$ cat src/rtl/mult_pkg.sv
// Shared definitions for the 2x2 multiplier lab: product width, largest
// product value and the accumulator's state encoding.
package mult_pkg;

    localparam int PROD_W   = 4;
    localparam int MAX_PROD = 9;

    typedef enum logic {
        ST_ACC  = 1'b0,
        ST_HOLD = 1'b1
    } acc_state_e;

endpackage : mult_pkg

$ cat src/rtl/mult_product_accumulator.sv
// Sums N_TERMS consecutive products from the 2x2 multiplier and holds the
// result, with a sticky carry flag, until the consumer takes it.
module mult_product_accumulator
    import mult_pkg::*;
#(
    parameter int ACC_W   = 8,
    parameter int N_TERMS = 4,
    parameter int CNT_W   = 3
) (
    input  logic              clk,
    input  logic              rst_n,
    input  logic              clear,
    input  logic              in_valid,
    output logic              in_ready,
    input  logic [PROD_W-1:0] prod,
    output logic              out_valid,
    input  logic              out_ready,
    output logic [ACC_W-1:0]  sum,
    output logic              ovf,
    output logic [CNT_W-1:0]  term_cnt
);

    localparam logic [CNT_W-1:0] LAST_CNT = CNT_W'(N_TERMS - 1);

    acc_state_e         state_r;
    logic [ACC_W-1:0]   sum_r;
    logic               ovf_r;
    logic [CNT_W-1:0]   cnt_r;
    logic [ACC_W:0]     sum_ext_s;
    logic               carry_s;

    // Single widened adder; its top bit is the carry out of the accumulator.
    always_comb begin
        sum_ext_s = {1'b0, sum_r} + {{(ACC_W + 1 - PROD_W){1'b0}}, prod};
        carry_s   = sum_ext_s[ACC_W];
    end

    // Accumulation and handoff state machine; reset and clear share one path.
    always_ff @(posedge clk) begin
        if (!rst_n || clear) begin
            state_r <= ST_ACC;
            sum_r   <= {ACC_W{1'b0}};
            ovf_r   <= 1'b0;
            cnt_r   <= {CNT_W{1'b0}};
        end else begin
            case (state_r)
                ST_ACC: begin
                    if (in_valid) begin
                        sum_r <= sum_ext_s[ACC_W-1:0];
                        ovf_r <= ovf_r | carry_s;
                        cnt_r <= cnt_r + {{(CNT_W - 1){1'b0}}, 1'b1};
                        if (cnt_r == LAST_CNT) begin
                            state_r <= ST_HOLD;
                        end else begin
                            state_r <= ST_ACC;
                        end
                    end else begin
                        state_r <= ST_ACC;
                    end
                end
                ST_HOLD: begin
                    // Handoff restarts the sum; nothing is accepted this cycle.
                    if (out_ready) begin
                        state_r <= ST_ACC;
                        sum_r   <= {ACC_W{1'b0}};
                        ovf_r   <= 1'b0;
                        cnt_r   <= {CNT_W{1'b0}};
                    end else begin
                        state_r <= ST_HOLD;
                    end
                end
                default: begin
                    state_r <= ST_ACC;
                    sum_r   <= {ACC_W{1'b0}};
                    ovf_r   <= 1'b0;
                    cnt_r   <= {CNT_W{1'b0}};
                end
            endcase
        end
    end

    assign in_ready  = (state_r == ST_ACC);
    assign out_valid = (state_r == ST_HOLD);
    assign sum       = sum_r;
    assign ovf       = ovf_r;
    assign term_cnt  = cnt_r;

endmodule : mult_product_accumulator

$ cat config.mk
export PLATFORM = sky130hd
export DESIGN_NAME = mult_product_accumulator
export DESIGN_NICKNAME = d
export VERILOG_FILES = /design/src/rtl/mult_pkg.sv /design/src/rtl/mult_product_accumulator.sv
export SDC_FILE = /design/constraint.sdc
export NUM_CORES = 1
export LEC_CHECK = 0
export CELL_PAD_IN_SITES_DETAIL_PLACEMENT = 1
export CELL_PAD_IN_SITES_GLOBAL_PLACEMENT = 1
export CORE_MARGIN = 1
export CORE_UTILIZATION = 30
export CTS_BUF_LIST = sky130_fd_sc_hd__clkbuf_4
export DETAILED_ROUTE_END_ITERATION = 10
export HOLD_SLACK_MARGIN = 0.06
export PLACE_DENSITY = 0.77
export SKIP_CTS_REPAIR_TIMING = 1
export SYNTH_ARGS = -nofsm -noshare
export SYNTH_HDL_FRONTEND = slang
export SYNTH_SLANG_ARGS = --single-unit
export TNS_END_PERCENT = 30
$ cat constraint.sdc
create_clock -name clk -period 1.7 [get_ports clk]
set_clock_uncertainty 0.05 [all_clocks]
set_input_delay 0.425 -clock clk [delete_from_list [all_inputs] [get_ports clk]]
set_output_delay 0.425 -clock clk [all_outputs]
set_load 0.05 [all_outputs]
======== After elaboration in Yosys (flattened, before gate mapping) ========
Cells that the tools add are included.
storage, ports and cells
  register bits ........................... 13
  input port bits ......................... 9
  output and inout bits ................... 14
  logic and storage cells ................. 27
operators by class
  add/sub/neg operators ................... 2
  eq/ne operators ......................... 3
  multiplexer cells ....................... 13
  bitwise logic cells ..................... 2
  reductions and logical operators ........ 3
operator list
  cell                 count
  $mux 8               2
  $pmux 8 s2           1
  $add 8x4->9          1
  $mux 3               2
  $pmux 3 s2           1
  $mux 1               5
  $ne 2x2->1 const B   2
  $pmux 1 s2           2
  $add 3x1->3 const B  1
  $eq 3x2->1 const B   1
  $reduce_and 2->1     1
  $logic_not 1->1      1
  $logic_or 1x1->1     1
  $not 1->1            1
  $or 1x1->1           1

======== Longest topological paths before layout ========
  depth after elaboration ................. 4
  gate-level depth with buffers ........... 6

======== Least setup slack after synthesis ========
No wires, ideal clock.
  path type ............................... register to register
  start ................................... register sum_r[0] (netlist: sum[0])
  end ..................................... register ovf_r (netlist: ovf)
  library setup time ...................... 119 ps
  arrival time ............................ 1740 ps
  setup slack ............................. -209 ps
  stages on the path, launching flop included .. 7
  period minus slack after synthesis ...... 1909 ps
  cells stage by stage .................... dfxtp_1 > ha_1 > fa_1 > a21o_1 > a21oi_1 > nand3b_1 > a21oi_1
on the way
  longest elaborated chain between the ends .. 4
ends and longest elaborated chain
  item                    line                            source
  start, declared         mult_product_accumulator.sv:26  logic [ACC_W-1:0] sum_r;
  start signal, assigned  mult_product_accumulator.sv:42  sum_r <= {ACC_W{1'b0}};
  start signal, assigned  mult_product_accumulator.sv:49  sum_r <= sum_ext_s[ACC_W-1:0];
  start signal, assigned  mult_product_accumulator.sv:65  sum_r <= {ACC_W{1'b0}};
  $add 8x4->9             mult_product_accumulator.sv:34  sum_ext_s = {1'b0, sum_r} + {{(ACC_W + 1 - PROD_W){1'b0}}, prod};
  $or 1x1->1              mult_product_accumulator.sv:50  ovf_r <= ovf_r | carry_s;
  $mux 1                  mult_product_accumulator.sv:48  if (in_valid) begin
  $pmux 1 s2              mult_product_accumulator.sv:46  case (state_r)
  end signal, assigned    mult_product_accumulator.sv:50
  end, declared           mult_product_accumulator.sv:27  logic ovf_r;
Every way passes these cells. The select of a mux whose other input is x is not followed.
A chain may end at the register's enable or synchronous reset.

======== Worst setup path in the final report ========
  start ................................... register sum_r[0] (netlist: sum[0])
  end ..................................... register sum_r[4] (netlist: sum[4])
on the way
  longest elaborated chain between the ends .. 3
ends and longest elaborated chain
  item         line
  $add 8x4->9  mult_product_accumulator.sv:34
  $mux 8       mult_product_accumulator.sv:48
  $pmux 8 s2   mult_product_accumulator.sv:46
Every way passes these cells. The select of a mux whose other input is x is not followed.

==> flow_metrics.py <==
metrics = {
    "run": {
        "cap_violations": 0,
    },
    "power": {
        "clkPwrFrac_pct": 31.6,
        "p_comb_share_pct": 22.6,
        "p_int_uw": 497.7,
        "leakagePower_nw": 0.5404,
        "switching_power_uw": 198.5,
        "total_power_uw": 696.2,
        "sw_frac_of_total_pct": 28.51,
        "p_per_area_nw_per_um2": 552.0,
        "seq_power_share_pct": 45.8,
        "max-vdd-ir-drop_v": 0.0004095,
    },
    "clock_network": {
        "cts.reportedPaths.clkPinSlew_ns": 0.09,
        "numCtsBuffers": 3,
        "clock_latency_ns": 0.28,
        "root_buffer": "clkbuf_4",
        "cts_max_path_buffers": 2,
        "cts_tree": "yes",
        "h-tree-depth": 1,
        "clkSinkCount": 13,
    },
    "synthesis": {
        "synth_area_leaders": "dfxtp_1 38%, ha_1 11%, nor2_1 6.6%, a21oi_1 5.9%, a22oi_1 4.4%",
        "yosysWarnings": 0,
        "netlist.area_leader.share_pct": 38.10,
        "synth_edf_count": 0,
        "synth_ff_type": "dfxtp_1",
        "syn_area_um2": 683.2,
        "synth_top_area_cell": "dfxtp_1",
        "async_flop_share_pct": 0,
        "synth_cells": 78,
        "ys_seq_area_share_pct": 38.10,
        "syn-num-nets": 94,
        "synth_seq_cells": 13,
        "synth_cell_types": 24,
        "syn_avg_cell_area_um2": 8.758,
    },
    "placement": {
        "dpl.cell_count": 136,
        "port_buffers": 22,
        "dp_worst_setup_slack_ns": -0.5407,
        "gp_congestion": 0.7963,
        "place_hpwl_um": 1597,
        "post_dp_cell_area_um2": 1161,
    },
    "routing": {
        "dr.pass1.iters": 4,
        "drc": 0,
        "antenna_left": 0,
        "via_count": 728,
        "avgRoutedWirePerCell_um": 16.24,
        "avgViaCountPerCell": 5.163,
        "drt_iter0_markers": 13,
        "wirelength_um": 2290,
    },
    "global_route": {
        "grt.overflow.total": 0,
        "grt_max_degree": 8,
        "antenna_found_initial": 0,
        "grt_usage_pct": 17.82,
        "grt_pass1_wl_um": 3236,
        "grt_pass1_vias": 727,
    },
    "worst_setup_path": {
        "ff2ff_path_depth": 6,
        "crit_required_ns": 1.87,
        "cpMaxStageDelayCell": "dfxtp_4",
        "crit_chain": "ha_4 > fa_2 > a21o_1 > a21oi_4 > o21ai_0 > a21oi_1",
        "critPathKind": "reg -> reg",
        "startpoint_type": "flip-flop",
        "ff2ff_setup_slack_ns": 0.02,
        "crit_fanout": 5,
        "crit_path_end_kind": "flip-flop",
        "timing.rr.start": "sum[0]",
        "r2r_end": "sum[4]",
        "crit_arrival_ns": 1.85,
        "critPathMaxStageDelay_ns": 0.38,
    },
    "finish": {
        "diodes": 0,
        "synthToLayoutAreaGrowth_pct": 84.62,
        "drive_above_1_share_pct": 36.84,
        "final_nets": 131,
        "finalNonFillerCells": 141,
        "fin_area_um2": 1261,
    },
    "sta": {
        "slew_headroom_pct": 75.27,
        "finalCritPeriodShare_pct": 98.68,
        "hold_viol_final": 0,
        "whs_ns": 0.4425,
        "slew_viol_final": 0,
        "period_minus_slack_ns": 1.678,
        "finalSetupViolCount": 0,
        "layout_setup_ws_ns": 0.02239,
        "worstMarginPinSlew_ns": 0.3710,
        "max_freq_mhz": 596.1,
    },
    "die": {
        "die_w_um": 49.72,
        "die_y_um": 49.72,
        "die-area_um2": 2472,
        "placementRows": 16,
        "num_io_pins": 23,
        "start_util_pct": 33.46,
        "core-area_um2": 2042,
    },
    "worst_hold_path": {
        "holdPathStages": 2,
        "min_from": "ovf",
        "hp-class": "reg -> reg",
        "hold_end": "ovf",
    },
    "run_status": {
        "status": "complete, no violations",
    },
}
==> registers in the layout (all words and copies together), names as in the netlist <==
signal and cells:
out_valid 1, ovf 1, term_cnt 3, sum 8
==> how the worst max path moves through the flow <==
stage | from | cells past startpoint | endpoint
6_report | sum[0] | 6 | sum[4]
5_1_grt | sum[0] | 6 | sum[4]
4_1_cts | prod[0] | 7 | sum[6]
3_5_place_dp | prod[0] | 7 | sum[6]
3_3_place_gp | prod[0] | 7 | ovf
2_1_floorplan | sum[0] | 6 | ovf
==> cell usage after synthesis, types with 2 or more instances <==
| cell type | instances |
|---|---|
| inv_1 | 4 |
| a22oi_1 | 4 |
| o21ai_0 | 3 |
| a21o_1 | 3 |
| dfxtp_1 | 13 |
| ha_1 | 6 |
| a211oi_1 | 2 |
| mux2i_1 | 2 |
| nand2b_1 | 3 |
| a21oi_1 | 8 |
| nand2_1 | 3 |
| nor2_1 | 12 |
| or3_1 | 2 |
| nand3b_1 | 3 |
==> critical path, delay by kind of cell, from the launching register on <==
family / cells / cell delay (ns)
AO/OA/AOI/OAI: 4 / 0.65
adder cells (fa/ha/maj): 2 / 0.54
flip-flops: 1 / 0.38
==> layer usage <==
metal	global-route usage [%]	vias up	routed length, um
met3	3.704	4	52
li1	-	351	-
met2	30.41	12	1210
met1	20.97	361	1002
met4	8.571	0	25
met5	0	-	0
==> final cells by class <==
| cell class | count | area [um2] |
|---|---|---|
| Clock buffer | 4 | 30.03 |
| Fill cell | 238 | 780.7 |
| Inverter | 4 | 15.01 |
| Multi-Input combinational cell | 59 | 457.9 |
| Sequential cell | 13 | 266.5 |
| Tap cell | 27 | 33.78 |
| Timing Repair Buffer | 34 | 457.9 |
==> kinds of logic (layout without fill, tap and decap cells) <==
group | after synthesis | in the layout | synth area share, %
AO/OA/AOI/OAI | 23 | 23 | 21.61
XOR/XNOR | 1 | 1 | 1.282
adder cells (fa/ha/maj) | 7 | 7 | 13.92
buffers and inverters | 6 | 42 | 3.478
flip-flops | 13 | 13 | 38.10
multiplexers | 2 | 2 | 2.931
AND/OR/NAND/NOR | 26 | 26 | 18.68
==> metrics by stage <==
step	util, %	setup TNS (ns)
5_1_grt	61.76	-0.02737
3_3_place_gp	56.86	-3.234
6_report	61.76	0
2_1_floorplan	-	-0.006735
4_1_cts	58.33	-1.269
3_5_place_dp	56.86	-3.639
==> power groups by stage <==
stage          combinational (mW)  clock (mW)  sequential, mW
6_report                    0.157       0.220           0.319
5_1_grt                     0.168       0.244           0.320
4_1_cts                     0.141       0.220           0.319
3_3_place_gp                0.135           0           0.326
2_1_floorplan              0.0488           0           0.341
3_5_place_dp                0.140           0           0.326
==> cell usage in the layout, fill, tap and decap left out, types with 4 or more instances in the layout <==
cell type	count
clkdlybuf4s50_1	5
buf_4	12
clkbuf_4	4
a21oi_1	5
ha_1	4
nor2_1	12
inv_1	4
dfxtp_1	10
a22oi_1	4
buf_12	14
Power figures use the tool's default switching activity.
==> variant, RTL diff (config.mk and constraints unchanged) <==
`ACC_W`: 8 -> 6.
--- a/src/rtl/mult_product_accumulator.sv
+++ b/src/rtl/mult_product_accumulator.sv
@@ -5,3 +5,3 @@
 #(
-    parameter int ACC_W   = 8,
+    parameter int ACC_W   = 6,
     parameter int N_TERMS = 4,
Ports: changed (resized sum); port bits go from 23 to 21. No check against the original RTL was run, so the function may have changed too.
==> variant against the unedited design <==
Synthesized area fell by 14%. Sequential cell count is 2 lower. Combinational power fell by 12%. Routed wire length is 27% lower. Synthesized cell count down 19%. Cell area decreased by 16%. Worst setup slack improved by 0.0053 ns. Power down 14%. Largest cell class unchanged.
==> variant: results (changes against the unedited design) <==
{
  "synth_top_cells_by_area": "sky130_fd_sc_hd__dfxtp_1 37%, sky130_fd_sc_hd__ha_1 13%, sky130_fd_sc_hd__nor2_1 6.4%",
  "worst_r2r_path_depth": {"value": 6, "change": "unchanged"},
  "dp_slack": {"value": -0.589, "unit": "ns", "change": "-0.0487 ns"},
  "synth.net_count": {"value": 79, "change": "-16%"},
  "via_count_of_the_first_global_routing_pass": {"value": 555, "change": "-24%"},
  "syn_inst": {"value": 63, "change": "-19%"},
  "max-clock-path-buffers": {"value": 2, "change": "unchanged"},
  "cts_max_level": {"value": 1, "change": "unchanged"},
  "finish.cell_count_without_fillers": {"value": 118, "change": "-16%"},
  "synth.top_cells.by_count": "11 x sky130_fd_sc_hd__dfxtp_1, 10 x sky130_fd_sc_hd__nor2_1, 6 x sky130_fd_sc_hd__a21oi_1, 6 x sky130_fd_sc_hd__ha_1",
  "place_hpwl": {"value": 1300, "unit": "um", "change": "-18%"},
  "synth.lib_cells_used.distinct": {"value": 23, "change": "-4.2%"},
  "drt-pass1-iter-count": {"value": 3, "change": "-1"},
  "ir_drop": {"value": 0.449, "unit": "mV", "change": "+9.7%"},
  "critPathMaxFanout": {"value": 4, "change": "-1"},
  "synth_sequential_area_ratio": {"value": 37.4, "unit": "%", "change": "-0.65 points"},
  "wire_length_on_met1": {"value": 785, "unit": "um", "change": "-22%"},
  "numPortBuffers": {"value": 20, "change": "-9.1%"},
  "finalWirelength": {"value": 1670, "unit": "um", "change": "-27%"},
  "viasPerCell": {"value": 4.77, "change": "-7.6%"},
  "relSlewSlack": {"value": 78.1, "unit": "%", "change": "+2.8 points"},
  "outcome": "finished, final reports clean",
  "grt_use_total": {"value": 17.2, "unit": "%", "change": "-0.63 points"},
  "power_switching": {"value": 0.177, "unit": "mW", "change": "-11%"},
  "flip_flop_count_of_the_largest_register_all_copies_and_words_added": {"value": 6, "change": "-2"},
  "drtIter0Drc": {"value": 5, "change": "-8"},
  "power.static_leakage": {"value": 0.444, "unit": "nW", "change": "-18%"},
  "drive_gt1_share": {"value": 38.7, "unit": "%", "change": "+1.9 points"},
  "grt_pass1_wl": {"value": 2500, "unit": "um", "change": "-23%"},
  "met3_length": {"value": 57, "unit": "um", "change": "+9.6%"}
}
==> variant: cells by family (layout without fill, tap and decap cells) <==
| family | count (synthesis) | after routing | synth area share (%) |
|---|---|---|---|
| compound gates | 21 | 21 | 24.0 |
| mux | 1 | 1 | 2.34 |
| buf+inv | 4 | 34 | 2.55 |
| simple gates | 18 | 18 | 16.0 |
| flops | 11 | 11 | 37.4 |
| fa+ha+maj | 7 | 7 | 16.2 |
| xor+xnor | 1 | 1 | 1.49 |
==> variant: worst paths after layout <==
check | from | end | slack [ns]
max reg2reg | sum[0] | ovf | 0.06
min | sum[3] | sum[3] | 0.52
min reg2reg | sum[3] | sum[3] | 0.52
max | prod[2] | sum[4] | 0.03
==> variant: metrics by stage <==
| stage | cell area (um2) | utilization [%] |
|---|---|---|
| 2_1_floorplan | 591 | - |
| 3_3_place_gp | 991 | 55.6 |
| 3_5_place_dp | 991 | 55.6 |
| 4_1_cts | 1020 | 57.1 |
| 5_1_grt | 1060 | 59.6 |
| 6_report | 1060 | 59.6 |
==> variant: cell type report <==
class | instances | area, um2
fill | 199 | 721
multi-input combinational | 48 | 392
timing repair buffer | 27 | 378
sequential | 11 | 223
tap | 25 | 31.3
clock buffer | 3 | 22.5
inverter | 3 | 11.3
clock inverter | 1 | 5.00
==> variant: critical path: stages <==
cell,delay (ns)
sky130_fd_sc_hd__clkdlybuf4s50_1,0.45
sky130_fd_sc_hd__ha_4,0.30
sky130_fd_sc_hd__a21o_1,0.13
sky130_fd_sc_hd__a21oi_2,0.07
sky130_fd_sc_hd__or3_1,0.33
sky130_fd_sc_hd__a21oi_2,0.14
==> variant: per-layer routing <==
layer,track usage [%],up-vias
li1,-,291
met2,26.8,15
met4,8.82,0
met3,3.53,3
met5,0,-
met1,22.2,254
==> variant: power groups by stage <==
stage	Combinational (mW)	Sequential, mW	Clock, mW
floorplan	0.0428	0.293	0
global placement	0.128	0.277	0
detailed placement	0.132	0.277	0
CTS	0.132	0.271	0.201
global route	0.149	0.272	0.209
finish	0.138	0.271	0.191
